$ cat src/rtl/div_unit_if.sv
// ============================================================================
// Module      : div_unit_if
// Description : Operand/result bundle between the issue/EX stage and div_unit.
// Revision    : 1.0 - initial release
// ============================================================================
`default_nettype none

interface div_unit_if #(
    parameter int WIDTH = 32
);
    logic             start;
    logic             is_signed;
    logic [WIDTH-1:0] a;
    logic [WIDTH-1:0] b;
    logic             cancel;
    logic             busy;
    logic             done;
    logic [WIDTH-1:0] quotient;
    logic [WIDTH-1:0] remainder;

    modport master (
        output start, is_signed, a, b, cancel,
        input  busy, done, quotient, remainder
    );

    modport slave (
        input  start, is_signed, a, b, cancel,
        output busy, done, quotient, remainder
    );
endinterface

`default_nettype wire

$ cat src/rtl/div_unit.sv
// ============================================================================
// Module      : div_unit
// Description : Multi-cycle radix-2 restoring divider for MIPS DIV/DIVU
//               (LO <= quotient, HI <= remainder). Define DIV_ZERO_FAST_EN to
//               let a zero divisor bypass the iteration phase.
// Revision    : 1.0 - initial release
// ============================================================================
`default_nettype none

module div_unit #(
    parameter int WIDTH = 32,
    parameter int CNT_W = 6
) (
    input  logic       clk,
    input  logic       resetn,
    div_unit_if.slave  bus
);

    typedef enum logic [1:0] {
        S_IDLE = 2'd0,
        S_CALC = 2'd1,
        S_FIX  = 2'd2,
        S_DONE = 2'd3
    } state_t;

    state_t           r_state;
    state_t           w_state_nxt;
    logic [CNT_W-1:0] r_cnt;
    logic [WIDTH-1:0] r_rem;
    logic [WIDTH-1:0] r_dvd;
    logic [WIDTH-1:0] r_dvs;
    logic [WIDTH-1:0] r_a_raw;
    logic             r_neg_q;
    logic             r_neg_r;
    logic             r_div0;
    logic [WIDTH-1:0] r_quot;
    logic [WIDTH-1:0] r_remo;

    logic             w_accept;
    logic             w_last;
    logic [WIDTH-1:0] w_a_mag;
    logic [WIDTH-1:0] w_b_mag;
    logic [WIDTH:0]   w_shift;
    logic [WIDTH:0]   w_trial;

    assign w_accept = bus.start && !bus.cancel &&
                      ((r_state == S_IDLE) || (r_state == S_DONE));
    assign w_last   = (r_cnt == CNT_W'(WIDTH - 1));

    assign w_a_mag = (bus.is_signed && bus.a[WIDTH-1]) ? (~bus.a) + WIDTH'(1) : bus.a;
    assign w_b_mag = (bus.is_signed && bus.b[WIDTH-1]) ? (~bus.b) + WIDTH'(1) : bus.b;

    // One restoring step: bring in the next dividend bit, then try subtracting.
    assign w_shift = {r_rem, r_dvd[WIDTH-1]};
    assign w_trial = w_shift - {1'b0, r_dvs};

    always_ff @(posedge clk or negedge resetn) begin
        if (!resetn) begin
            r_state <= S_IDLE;
        end else begin
            r_state <= w_state_nxt;
        end
    end

    always_comb begin
        w_state_nxt = r_state;
        if (bus.cancel) begin
            w_state_nxt = S_IDLE;
        end else begin
            case (r_state)
                S_IDLE, S_DONE: begin
                    if (w_accept) begin
`ifdef DIV_ZERO_FAST_EN
                        w_state_nxt = (bus.b == '0) ? S_FIX : S_CALC;
`else
                        w_state_nxt = S_CALC;
`endif
                    end else begin
                        w_state_nxt = S_IDLE;
                    end
                end
                S_CALC:  w_state_nxt = w_last ? S_FIX : S_CALC;
                S_FIX:   w_state_nxt = S_DONE;
                default: w_state_nxt = S_IDLE;
            endcase
        end
    end

    always_ff @(posedge clk or negedge resetn) begin
        if (!resetn) begin
            r_cnt   <= '0;
            r_rem   <= '0;
            r_dvd   <= '0;
            r_dvs   <= '0;
            r_a_raw <= '0;
            r_neg_q <= 1'b0;
            r_neg_r <= 1'b0;
            r_div0  <= 1'b0;
            r_quot  <= '0;
            r_remo  <= '0;
        end else begin
            if (w_accept) begin
                r_neg_q <= bus.is_signed && (bus.a[WIDTH-1] ^ bus.b[WIDTH-1]);
                r_neg_r <= bus.is_signed && bus.a[WIDTH-1];
                r_div0  <= (bus.b == '0);
                r_a_raw <= bus.a;
                r_dvd   <= w_a_mag;
                r_dvs   <= w_b_mag;
                r_rem   <= '0;
                r_cnt   <= '0;
            end else if (r_state == S_CALC && !bus.cancel) begin
                if (!w_trial[WIDTH]) begin
                    r_rem <= w_trial[WIDTH-1:0];
                    r_dvd <= {r_dvd[WIDTH-2:0], 1'b1};
                end else begin
                    r_rem <= w_shift[WIDTH-1:0];
                    r_dvd <= {r_dvd[WIDTH-2:0], 1'b0};
                end
                r_cnt <= r_cnt + CNT_W'(1);
            end

            // Result registers change only here, so a flush leaves the last result intact.
            if (r_state == S_FIX && !bus.cancel) begin
                if (r_div0) begin
                    r_quot <= '1;
                    r_remo <= r_a_raw;
                end else begin
                    r_quot <= r_neg_q ? (~r_dvd) + WIDTH'(1) : r_dvd;
                    r_remo <= r_neg_r ? (~r_rem) + WIDTH'(1) : r_rem;
                end
            end
        end
    end

    assign bus.busy      = (r_state == S_CALC) || (r_state == S_FIX);
    assign bus.done      = (r_state == S_DONE);
    assign bus.quotient  = r_quot;
    assign bus.remainder = r_remo;

endmodule

`default_nettype wire

$ cat src/flat_wrapper.sv
// flat-port wrapper written by rule: the top's interface ports become plain ports
module div_unit_flat 
#(
    parameter int WIDTH = 32,
    parameter int CNT_W = 6
)
  (clk, resetn, bus_start, bus_is_signed, bus_a, bus_b, bus_cancel, bus_busy, bus_done, bus_quotient, bus_remainder);
  div_unit_if #(.WIDTH(WIDTH)) bus_i ();
  input  logic clk;
  input  logic resetn;
  input wire logic [$bits(bus_i.start)-1:0] bus_start;
  input wire logic [$bits(bus_i.is_signed)-1:0] bus_is_signed;
  input wire logic [$bits(bus_i.a)-1:0] bus_a;
  input wire logic [$bits(bus_i.b)-1:0] bus_b;
  input wire logic [$bits(bus_i.cancel)-1:0] bus_cancel;
  output wire logic [$bits(bus_i.busy)-1:0] bus_busy;
  output wire logic [$bits(bus_i.done)-1:0] bus_done;
  output wire logic [$bits(bus_i.quotient)-1:0] bus_quotient;
  output wire logic [$bits(bus_i.remainder)-1:0] bus_remainder;
  assign bus_i.start = bus_start;
  assign bus_i.is_signed = bus_is_signed;
  assign bus_i.a = bus_a;
  assign bus_i.b = bus_b;
  assign bus_i.cancel = bus_cancel;
  assign bus_busy = bus_i.busy;
  assign bus_done = bus_i.done;
  assign bus_quotient = bus_i.quotient;
  assign bus_remainder = bus_i.remainder;
  div_unit #(.WIDTH(WIDTH), .CNT_W(CNT_W)) u_core (.clk(clk), .resetn(resetn), .bus(bus_i));
endmodule
$ cat config.mk
export PLATFORM = sky130hd
export DESIGN_NAME = div_unit_flat
export DESIGN_NICKNAME = d
export VERILOG_FILES = /design/src/rtl/div_unit_if.sv /design/src/rtl/div_unit.sv /design/src/flat_wrapper.sv
export SDC_FILE = /design/constraint.sdc
export NUM_CORES = 1
export LEC_CHECK = 0
export CORE_ASPECT_RATIO = 0.75
export CORE_MARGIN = 3
export CORE_UTILIZATION = 59
export CTS_BUF_LIST = sky130_fd_sc_hd__clkbuf_2 sky130_fd_sc_hd__clkbuf_4 sky130_fd_sc_hd__clkbuf_8
export CTS_CLUSTER_DIAMETER = 40
export DETAILED_ROUTE_END_ITERATION = 7
export PLACE_DENSITY = 0.83
export SKIP_LAST_GASP = 1
export SLEW_MARGIN = 20
export SYNTH_ARGS = -nofsm -noshare
export SYNTH_HDL_FRONTEND = slang
export SYNTH_SLANG_ARGS = --single-unit
$ cat constraint.sdc
create_clock -name clk -period 3.5 [get_ports clk]
set_input_delay 1.05 -clock clk [delete_from_list [all_inputs] [get_ports clk]]
set_output_delay 1.05 -clock clk [all_outputs]
set_load 0.01 [all_outputs]
==> impl_metrics.tcl, run 1 <==
set metrics [dict create \
    core-area_um2 20720 \
    worst_slew_pin_slew_ps 1027 \
    place_ws_ps -410.5 \
    detail-route-antenna-nets 0 \
    synth-async-reset-ratio_pct 100.0 \
    netlist_instances 1535 \
    cts_setup_buffers 0 \
    rows 45 \
    clk_path_buf_depth 3 \
    worst_slack_ps 149.6 \
    p_comb_share_pct 22.2 \
    cts-root-buf "clkbuf_8" \
    synth_nets 1645 \
    track_usage_pct 30.26 \
    yosysWarningCount 0 \
    critPathTopFamily "compound AO/OA/AOI/OAI gates" \
    report.final.slew_viol_count 0 \
    crit_arrival_ps 3740 \
    critPathKind "reg2reg" \
    portBuffers 134 \
    yosysTopAreaCell "dfrtp_1" \
    drc_errors 0 \
    area_delta_synth_final_pct 20.69 \
    synth_edf_count 0 \
    ys_seq_elements 203 \
    netlist_area_um2 12730 \
    min_period_over_period_pct 95.73 \
    cp.buffers_inverters 3 \
    required_ps 3890 \
    die_w_um 175.6 \
    p_leak_uw 0.006989 \
    worstSetupStartpointType "register" \
    synthFlopType "dfrtp_1" \
    max-vdd-ir-drop_v 0.0003949 \
    cp_cell_sequence "inv_1, ha_1, fa_1, nand2b_1, a21o_1, a21oi_2, a31oi_1, o21a_1, o211ai_1, buf_4, buf_12, mux2i_1, o21ai_0" \
    start_util_pct 61.43 \
    synth_most_common_cell "nand2_1" \
    cts.clk_slew.worst_paths_ps 60 \
    grt_antenna_before_repair 0 \
    drt_wl_total_um 35430 \
    run_status "finished clean" \
    synth_top_family_by_area "simple AND/OR/NAND/NOR gates" \
    drtIter0Drc 1151 \
    p_clk_share_pct 35.1 \
    synth_cell_types 62 \
    powerDensity_nw_per_um2 439.7 \
    ys_top_cells_by_area "dfrtp_1 (40%), nand2_1 (8.6%), o21ai_0 (6.1%)" \
    synth_seq_area_share_pct 39.91 \
    min_path_type "reg2reg" \
    post_cts_resized 0 \
    die_height_um 133.2 \
    p_switching_uw 2152 \
    cpPeakStageDelay_ps 430 \
    synth_compound_area_share_pct 19.52 \
    ys_top_cells_by_count "nand2_1 (291), dfrtp_1 (203), o21ai_0 (156)" \
    die_area_um2 23390 \
    finalHoldViolCount 0 \
    p_int_uw 4603 \
    avgSynthCellArea_um2 8.291 \
    gp_congestion 0.9118 \
    maxSlewHeadroom_pct 31.54 \
    grt_max_degree 112 \
    swShare_pct 31.86 \
    final.setup_skew_ps 20.85 \
    clk_latency_ps 540 \
    drive_above_1_share_pct 8.578 \
    rsz0062_at_grt "false" \
    cts_sinks 203 \
    p_seq_share_pct 42.8 \
    design.portCount 135 \
    min_period_ps 3350 \
    via_count 11910 \
    grt_pass1_wl_um 58550 \
    grt_overflow 0 \
    yosysTopAreaCellShare_pct 39.91 \
    crit_fanout 28 \
    wl_per_cell_um 17.86 \
    final_core_util_pct 74.14 \
    fmax_mhz 298.5 \
    detail_route.vias_per_cell 6.003 \
    synth_xor_area_share_pct 9.978 \
    antenna_cells 0 \
    first_pass_iters 5 \
    yosys.area_share.simple_pct 20.14 \
    grt_pass1_vias 11460 \
    setup_violations 0 \
    critPathSlowestCell "fa_1" \
    synth_mux_area_share_pct 2.448 \
    cts_tree "yes" \
    yosys.area_share.adder_pct 4.090 \
    critPathCaptureType "register" \
    cts_hold_buf 0 \
    nets 1789 \
    htree_levels 2 \
    max_cap_violations 0 \
    cts_buffers 35 \
    dp_hpwl_um 25600 \
]
## registers in the layout, indices dropped and copies added (netlist names)
register / flops
u_core.bus.quotient: 32
u_core.bus.remainder: 32
u_core.r_a_raw: 32
u_core.r_dvd: 32
u_core.r_dvs: 32
u_core.r_rem: 32
u_core.r_cnt: 6
u_core.r_state: 2
u_core.r_div0: 1
u_core.r_neg_q: 1
u_core.r_neg_r: 1
## layout make-up
class | count | area, µm²
inverters | 52 | 195.2
clock buffers | 53 | 660.6
flip-flops and latches | 203 | 5081
clock inverters | 7 | 93.84
well taps | 282 | 352.8
fillers | 1612 | 5359
multi-input cells | 1201 | 7179
repair buffers | 186 | 1798
## final timing paths
path	from	to	slack [ps]	cells after the start
min reg2reg	u_core.r_a_raw[19]$_DFFE_PN0P_	u_core.r_a_raw[19]$_DFFE_PN0P_	470	2
min in group asynchronous	resetn	u_core.r_rem[3]$_DFFE_PN0P_	490	1
max reg2reg	u_core.r_dvd[31]$_DFFE_PN0P_	u_core.r_rem[6]$_DFFE_PN0P_	150	13
max in group asynchronous	resetn	u_core.r_div0$_DFFE_PN0P_	2160	2
max	u_core.r_dvd[31]$_DFFE_PN0P_	u_core.r_rem[6]$_DFFE_PN0P_	150	13
min	u_core.r_a_raw[19]$_DFFE_PN0P_	u_core.r_a_raw[19]$_DFFE_PN0P_	470	2
## cell usage in the layout (no fill, tap or decap), drive strengths merged, types with 9 or more instances in the layout
master / count
xnor2: 57
dfrtp: 203
nor2: 127
a21oi: 119
clkbuf: 54
nand2: 291
o41ai: 17
xor2: 88
mux2i: 30
buf: 52
nor3: 21
o31ai: 32
and3: 15
clkdlybuf4s50: 133
o21ai: 158
a21o: 19
or4: 16
nor2b: 11
nand4: 9
nand2b: 13
ha: 40
a31oi: 22
nand3: 19
inv: 53
or3: 12
## cell families (layout without fill, tap and decap cells)
| family | after synthesis | in the layout |
|---|---|---|
| and+or+nand+nor | 568 | 568 |
| AOI/OAI and AO/OA | 416 | 416 |
| DFF | 203 | 203 |
| xor gates and xnor gates | 145 | 145 |
| buffers and inverters | 131 | 298 |
| adders and majority gates | 41 | 41 |
| muxes | 31 | 31 |
## metal layers
metal  global-route usage [%]  wire [µm]
met2                    46.40      15630
met1                    44.78      16080
met4                    6.198        712
met5                        0          0
met3                    6.268       3002
## tightest hold or removal path: cells and delay by family (launching register included)
kind	cells	cell delay (ps)
AND/OR/NAND/NOR	2	110
flip-flops	1	330
## per-stage QoR
step	cells	setup TNS [ps]	instance area [µm²]	hold WS (ps)	power, µW
3_5_place_dp	1924	-3669	14600	455.3	4386
5_1_grt	1984	0	15360	502.5	7101
6_report	1984	0	15360	470.6	6755
4_1_cts	1984	0	15350	470.9	6759
3_3_place_gp	1924	-3067	14600	453.2	4325
2_1_floorplan	1535	0	12730	437.9	3827
## power groups by stage
stage	registers (µW)	clock network [µW]	logic, µW
3_3_place_gp	2900	0	1420
3_5_place_dp	2920	0	1470
5_1_grt	2920	2500	1680
4_1_cts	2880	2390	1490
2_1_floorplan	2820	0	1000
6_report	2890	2370	1500
Note: power is estimated with default switching activity, not from simulation.
==> run 2: changes to the inputs <==
--- a/config.mk
+++ b/config.mk
@@ -5,13 +5,14 @@
 export SDC_FILE = /design/constraint.sdc
 export NUM_CORES = 1
 export LEC_CHECK = 0
+export CELL_PAD_IN_SITES_DETAIL_PLACEMENT = 1
+export CELL_PAD_IN_SITES_GLOBAL_PLACEMENT = 2
 export CORE_ASPECT_RATIO = 0.75
-export CORE_MARGIN = 3
-export CORE_UTILIZATION = 59
+export CORE_UTILIZATION = 36
 export CTS_BUF_LIST = sky130_fd_sc_hd__clkbuf_2 sky130_fd_sc_hd__clkbuf_4 sky130_fd_sc_hd__clkbuf_8
 export CTS_CLUSTER_DIAMETER = 40
 export DETAILED_ROUTE_END_ITERATION = 7
-export PLACE_DENSITY = 0.83
+export PLACE_DENSITY_LB_ADDON = 0.1
 export SKIP_LAST_GASP = 1
 export SLEW_MARGIN = 20
 export SYNTH_ARGS = -nofsm -noshare
==> impl_metrics.tcl, run 2 (same netlist as run 1, synthesis figures left out) <==
set metrics [dict create \
    cp_cell_sequence "clkdlybuf4s50_1, or4_4, or3_4, or4_4, nor3_1, buf_4, and2_1, a21oi_1, xnor2_1, a21oi_1" \
    antenna_cells 0 \
    cts_hold_buf 0 \
    p_int_uw 5006 \
    fmax_mhz 298.6 \
    ff_latch_area_um2 5081 \
    run_status "finished clean" \
    final_cell_area_um2 15980 \
    core-area_um2 34770 \
    drive_above_1_share_pct 10.42 \
    p_switching_uw 2290 \
    clk_path_buf_depth 3 \
    required_ps 3940 \
    max_cap_violations 0 \
    cts_tree "yes" \
    cts_buffers 40 \
    min_path_type "reg2reg" \
    detail_route.vias_per_cell 5.360 \
    multi_input_area_um2 7186 \
    cts-root-buf "clkbuf_8" \
    use_met3_pct 3.315 \
    worst_slack_ps 151.3 \
    design.portCount 135 \
    die_height_um 164.8 \
    critPathSlowestCell "or4_4" \
    grt_pass1_vias 11990 \
    critPathTopFamily "simple AND/OR/NAND/NOR gates" \
    htree_levels 2 \
    grt-busiest-layer "met1" \
    cp.buffers_inverters 2 \
    placed_cell_area_um2 15020 \
    swShare_pct 31.39 \
    drtIter0Drc 681 \
    start_util_pct 36.60 \
    grt_util_met2_pct 35.20 \
    grt_max_degree 85 \
    worstSetupStartpointType "primary input" \
    crit_arrival_ps 3780 \
    rows 59 \
    p_seq_share_pct 39.2 \
    drt_wl_total_um 41330 \
    die_w_um 219.1 \
    drc_errors 0 \
    area_delta_synth_final_pct 25.59 \
    place_ws_ps -419.3 \
    critPathCaptureType "register" \
    die_area_um2 36120 \
    dp_hpwl_um 30880 \
    gp_congestion 0.8589 \
    final.setup_skew_ps 35.52 \
    crit_fanout 4 \
    wl_per_cell_um 18.84 \
    max-vdd-ir-drop_v 0.0003313 \
    critPathKind "in2reg" \
    final_common_cell "nand2_1" \
    use_met1_pct 35.30 \
    p_comb_share_pct 21.5 \
    p_leak_uw 0.007208 \
    powerDensity_nw_per_um2 456.5 \
    cts_sinks 203 \
    maxSlewHeadroom_pct 54.42 \
    clk_latency_ps 580 \
    grt_overflow 0 \
    grt_pass1_wl_um 66520 \
    min_period_over_period_pct 95.68 \
    finalHoldViolCount 0 \
    p_clk_share_pct 39.2 \
    portBuffers 134 \
    cts.clk_slew.worst_paths_ps 60 \
    num-fill-cells 4096 \
    final_cell_mix "nand2_1 (291), dfrtp_1 (202), o21ai_0 (156), clkdlybuf4s50_1 (133), nor2_1 (124)" \
    first_pass_iters 5 \
    worst_slew_pin_slew_ps 683.8 \
    detail-route-antenna-nets 0 \
    report.final.slew_viol_count 0 \
    via_count 11760 \
    nets 1816 \
    cpPeakStageDelay_ps 560 \
    track_usage_pct 23.45 \
    min_period_ps 3349 \
    grt_antenna_before_repair 1 \
    setup_violations 0 \
]
## run 2: power groups by stage
stage               clock network (µW)  registers [µW]  logic, µW
finish                            2860            2860       1570
global route                      3050            2900       1780
CTS                               2950            2860       1590
floorplan                            0            2820       1000
global placement                     0            2890       1540
detailed placement                   0            2900       1580
## run 2: what timing repair did
item	in CTS	in global routing
pin swaps	0	2
gates cloned	0	0
gates resized for setup	1	1
setup endpoints to repair	1	22
buffers inserted	0	1
## run 2: worst register-to-register path, stage by stage (launching register included)
cell and delay, ps:
dfrtp_1 340, inv_1 140, ha_1 270, fa_1 420
nand2b_1 190, a21o_1 190, a21oi_2 240, a31oi_2 210
o211ai_1 240, o211ai_1 120, buf_4 170, buf_4 160
buf_12 130, nand3_1 70, mux2i_1 70, a211o_1 270
## run 2: area by class of cell
class	count	area share, %
multi-input cells	1201	44.95
flip-flops and latches	203	31.79
repair buffers	208	12.52
clock buffers	63	4.955
well taps	457	3.577
inverters	52	1.221
clock inverters	10	0.9863
## run 2: stage by stage
stage | hold WS (ps) | total power, µW | TNS, ps | util (%) | cells
detailed placement | 457.3 | 4478 | -3544 | 43.19 | 2120
finish | 471.7 | 7297 | 0 | 45.97 | 2194
CTS | 468.3 | 7398 | 0 | 45.93 | 2193
floorplan | 437.9 | 3827 | 0 | - | 1535
global route | 498.7 | 7724 | -13.84 | 45.97 | 2194
global placement | 454.4 | 4432 | -2998 | 43.19 | 2120
## run 2: worst paths after layout
path	from	endpoint	slack, ps	cells past startpoint
setup / recovery	bus_a[12]	u_core.r_dvd[28]$_DFFE_PN0P_	150	10
hold / removal	u_core.r_a_raw[21]$_DFFE_PN0P_	u_core.r_a_raw[21]$_DFFE_PN0P_	470	2
setup reg to reg	u_core.r_dvd[31]$_DFFE_PN0P_	u_core.r_rem[31]$_DFFE_PN0P_	160	15
hold reg to reg	u_core.r_a_raw[21]$_DFFE_PN0P_	u_core.r_a_raw[21]$_DFFE_PN0P_	470	2
max in group asynchronous	resetn	u_core.r_div0$_DFFE_PN0P_	2120	2
min in group asynchronous	resetn	u_core.r_rem[1]$_DFFE_PN0P_	490	1
## run 2: routing by layer
metal	wire length (µm)	up-vias	share of wire, %
li1	-	5654	-
met1	21500	5875	52
met2	17730	182	43
met3	1501	48	3.6
met4	598	0	1.4
met5	0	-	0
==> run 3: changes to the inputs <==
--- a/config.mk
+++ b/config.mk
@@ -13,6 +13,7 @@
 export CTS_CLUSTER_DIAMETER = 40
 export DETAILED_ROUTE_END_ITERATION = 7
 export PLACE_DENSITY_LB_ADDON = 0.1
+export SETUP_SLACK_MARGIN = 0.15
 export SKIP_LAST_GASP = 1
 export SLEW_MARGIN = 20
 export SYNTH_ARGS = -nofsm -noshare
==> impl_metrics.tcl, run 3 (same netlist as run 1, synthesis figures left out) <==
set metrics [dict create \
    run_status "finished clean" \
    worst_slew_pin_slew_ps 687.5 \
    r2r-end "u_core.r_rem[31]$_DFFE_PN0P_" \
    crit_fanout 7 \
    hold_path_depth 2 \
    first_pass_iters 5 \
    design.portCount 135 \
    r2r_start "u_core.r_rem[24]$_DFFE_PN0P_" \
    powerDensity_nw_per_um2 454.8 \
    finalHoldViolCount 0 \
    p_switching_uw 2297 \
    p_clk_share_pct 39.2 \
    hold_start "u_core.r_a_raw[21]$_DFFE_PN0P_" \
    fmax_mhz 314.2 \
    p_seq_share_pct 39.2 \
    p_comb_share_pct 21.6 \
    portBuffers 134 \
    min_period_over_period_pct 90.93 \
    final_core_util_pct 46.21 \
    place_ws_ps -419.3 \
    max_cap_violations 0 \
    htree_levels 2 \
    drive_above_1_share_pct 10.86 \
    cts_sinks 203 \
    min_path_type "reg2reg" \
    final_cell_mix "nand2_1 (290), dfrtp_1 (202), o21ai_0 (155), clkdlybuf4s50_1 (129), nor2_1 (124)" \
    dp_cells 2120 \
    cts_buffers 40 \
    nets 1819 \
    crit_arrival_ps 3640 \
    die_w_um 219.1 \
    rows 59 \
    cts_tree "yes" \
    num-fill-cells 4093 \
    hold-path-endpoint "u_core.r_a_raw[21]$_DFFE_PN0P_" \
    area_delta_synth_final_pct 26.23 \
    track_usage_pct 23.45 \
    gp_congestion 0.8589 \
    whs_ps 471.8 \
    via_count 11730 \
    grt_antenna_before_repair 1 \
    p_leak_uw 0.007266 \
    maxSlewHeadroom_pct 53.68 \
    use_met3_pct 3.315 \
    p_int_uw 5009 \
    clk_path_buf_depth 3 \
    min_period_ps 3183 \
    tns_ps 0 \
    cts.clk_slew.worst_paths_ps 60 \
    grt_pass1_vias 11990 \
    rr_worst_depth 13 \
    critPathKind "reg2reg" \
    die_height_um 164.8 \
    final.setup_skew_ps 36.09 \
    rsz0062_at_grt "false" \
    critPathCaptureType "register" \
    die_area_um2 36120 \
    swShare_pct 31.44 \
    start_util_pct 36.60 \
    wl_per_cell_um 18.92 \
    grt_util_met2_pct 35.20 \
    report.final.slew_viol_count 0 \
    worstSetupStartpointType "register" \
    grt_pass1_wl_um 66520 \
    dp_hpwl_um 30880 \
    grt_max_degree 85 \
    cts-root-buf "clkbuf_8" \
    drtIter0Drc 673 \
    clk_latency_ps 580 \
    setup_violations 0 \
    detail-route-antenna-nets 0 \
    worst_slack_ps 317.3 \
    grt-busiest-layer "met1" \
    required_ps 3960 \
    max-vdd-ir-drop_v 0.0003315 \
    detail_route.vias_per_cell 5.340 \
    drc_errors 0 \
    drt_wl_total_um 41560 \
    grt_overflow 0 \
    antenna_cells 0 \
    core-area_um2 34770 \
    final_common_cell "nand2_1" \
    finalNonFillerCells 2197 \
    reg2reg_slack_ps 320 \
    use_met1_pct 35.30 \
]
run 3: cell types whose count changed in the layout (fill, tap and decap cells not counted), sizes merged:
cell           change
clkdlybuf4s50      -4
clkbuf             +1
buf                +2
dlymetal6s2s       +4
run 3: metrics by stage:
step,total power [µW],cell area (µm²)
2_1_floorplan,3827,12730
3_3_place_gp,4432,15020
3_5_place_dp,4478,15020
4_1_cts,7400,15980
5_1_grt,7732,16070
6_report,7306,16070
run 3: critical path, cell delays in order (launching register included):
cell and delay [ps]:
dfrtp_1 470, ha_1 420, a21o_1 220, a21o_1 180, a211o_1 330, and4b_1 230
nor3_2 210, o211ai_1 110, buf_4 180, buf_4 170, buf_12 130, nand3_1 70
mux2i_1 70, a211o_1 270
run 3: per-layer routing:
| metal | share of wire [%] | routed length, µm |
|---|---|---|
| met1 | 52 | 21690 |
| met2 | 43 | 17800 |
| met3 | 3.5 | 1456 |
| met4 | 1.5 | 618 |
| met5 | 0 | 0 |
run 3: layout make-up:
type,instances,area (µm²),area share (%)
flip-flops and latches,203,5081,31.63
well taps,457,571.8,3.559
clock buffers,63,792.0,4.930
multi-input cells,1201,7217,44.92
repair buffers,211,2051,12.76
clock inverters,10,157.7,0.9813
inverters,52,195.2,1.215
run 3: worst max path at each step:
stage | startpoint | end
global placement | bus_a[12] | u_core.r_dvd[29]$_DFFE_PN0P_
detailed placement | bus_a[12] | u_core.r_dvd[29]$_DFFE_PN0P_
floorplan | bus_a[12] | u_core.r_dvd[29]$_DFFE_PN0P_
finish | u_core.r_rem[24]$_DFFE_PN0P_ | u_core.r_rem[31]$_DFFE_PN0P_
CTS | bus_a[12] | u_core.r_dvd[28]$_DFFE_PN0P_
global route | u_core.r_dvd[31]$_DFFE_PN0P_ | u_core.r_rem[22]$_DFFE_PN0P_
run 3: timing repair:
item	in CTS	in global routing
pin swaps	1	9
gates resized for setup	2	12
setup endpoints to repair	31	33
cloned	0	1
setup buffers	1	2
hold buffers	0	0
run 3: power by group through the flow:
stage                     Combinational (µW)  Clock (µW)  Sequential [µW]
final                                   1580        2860             2860
after floorplan                         1000           0             2820
after detailed placement                1580           0             2900
after global routing                    1780        3050             2900
after CTS                               1590        2950             2860
after global placement                  1540           0             2890
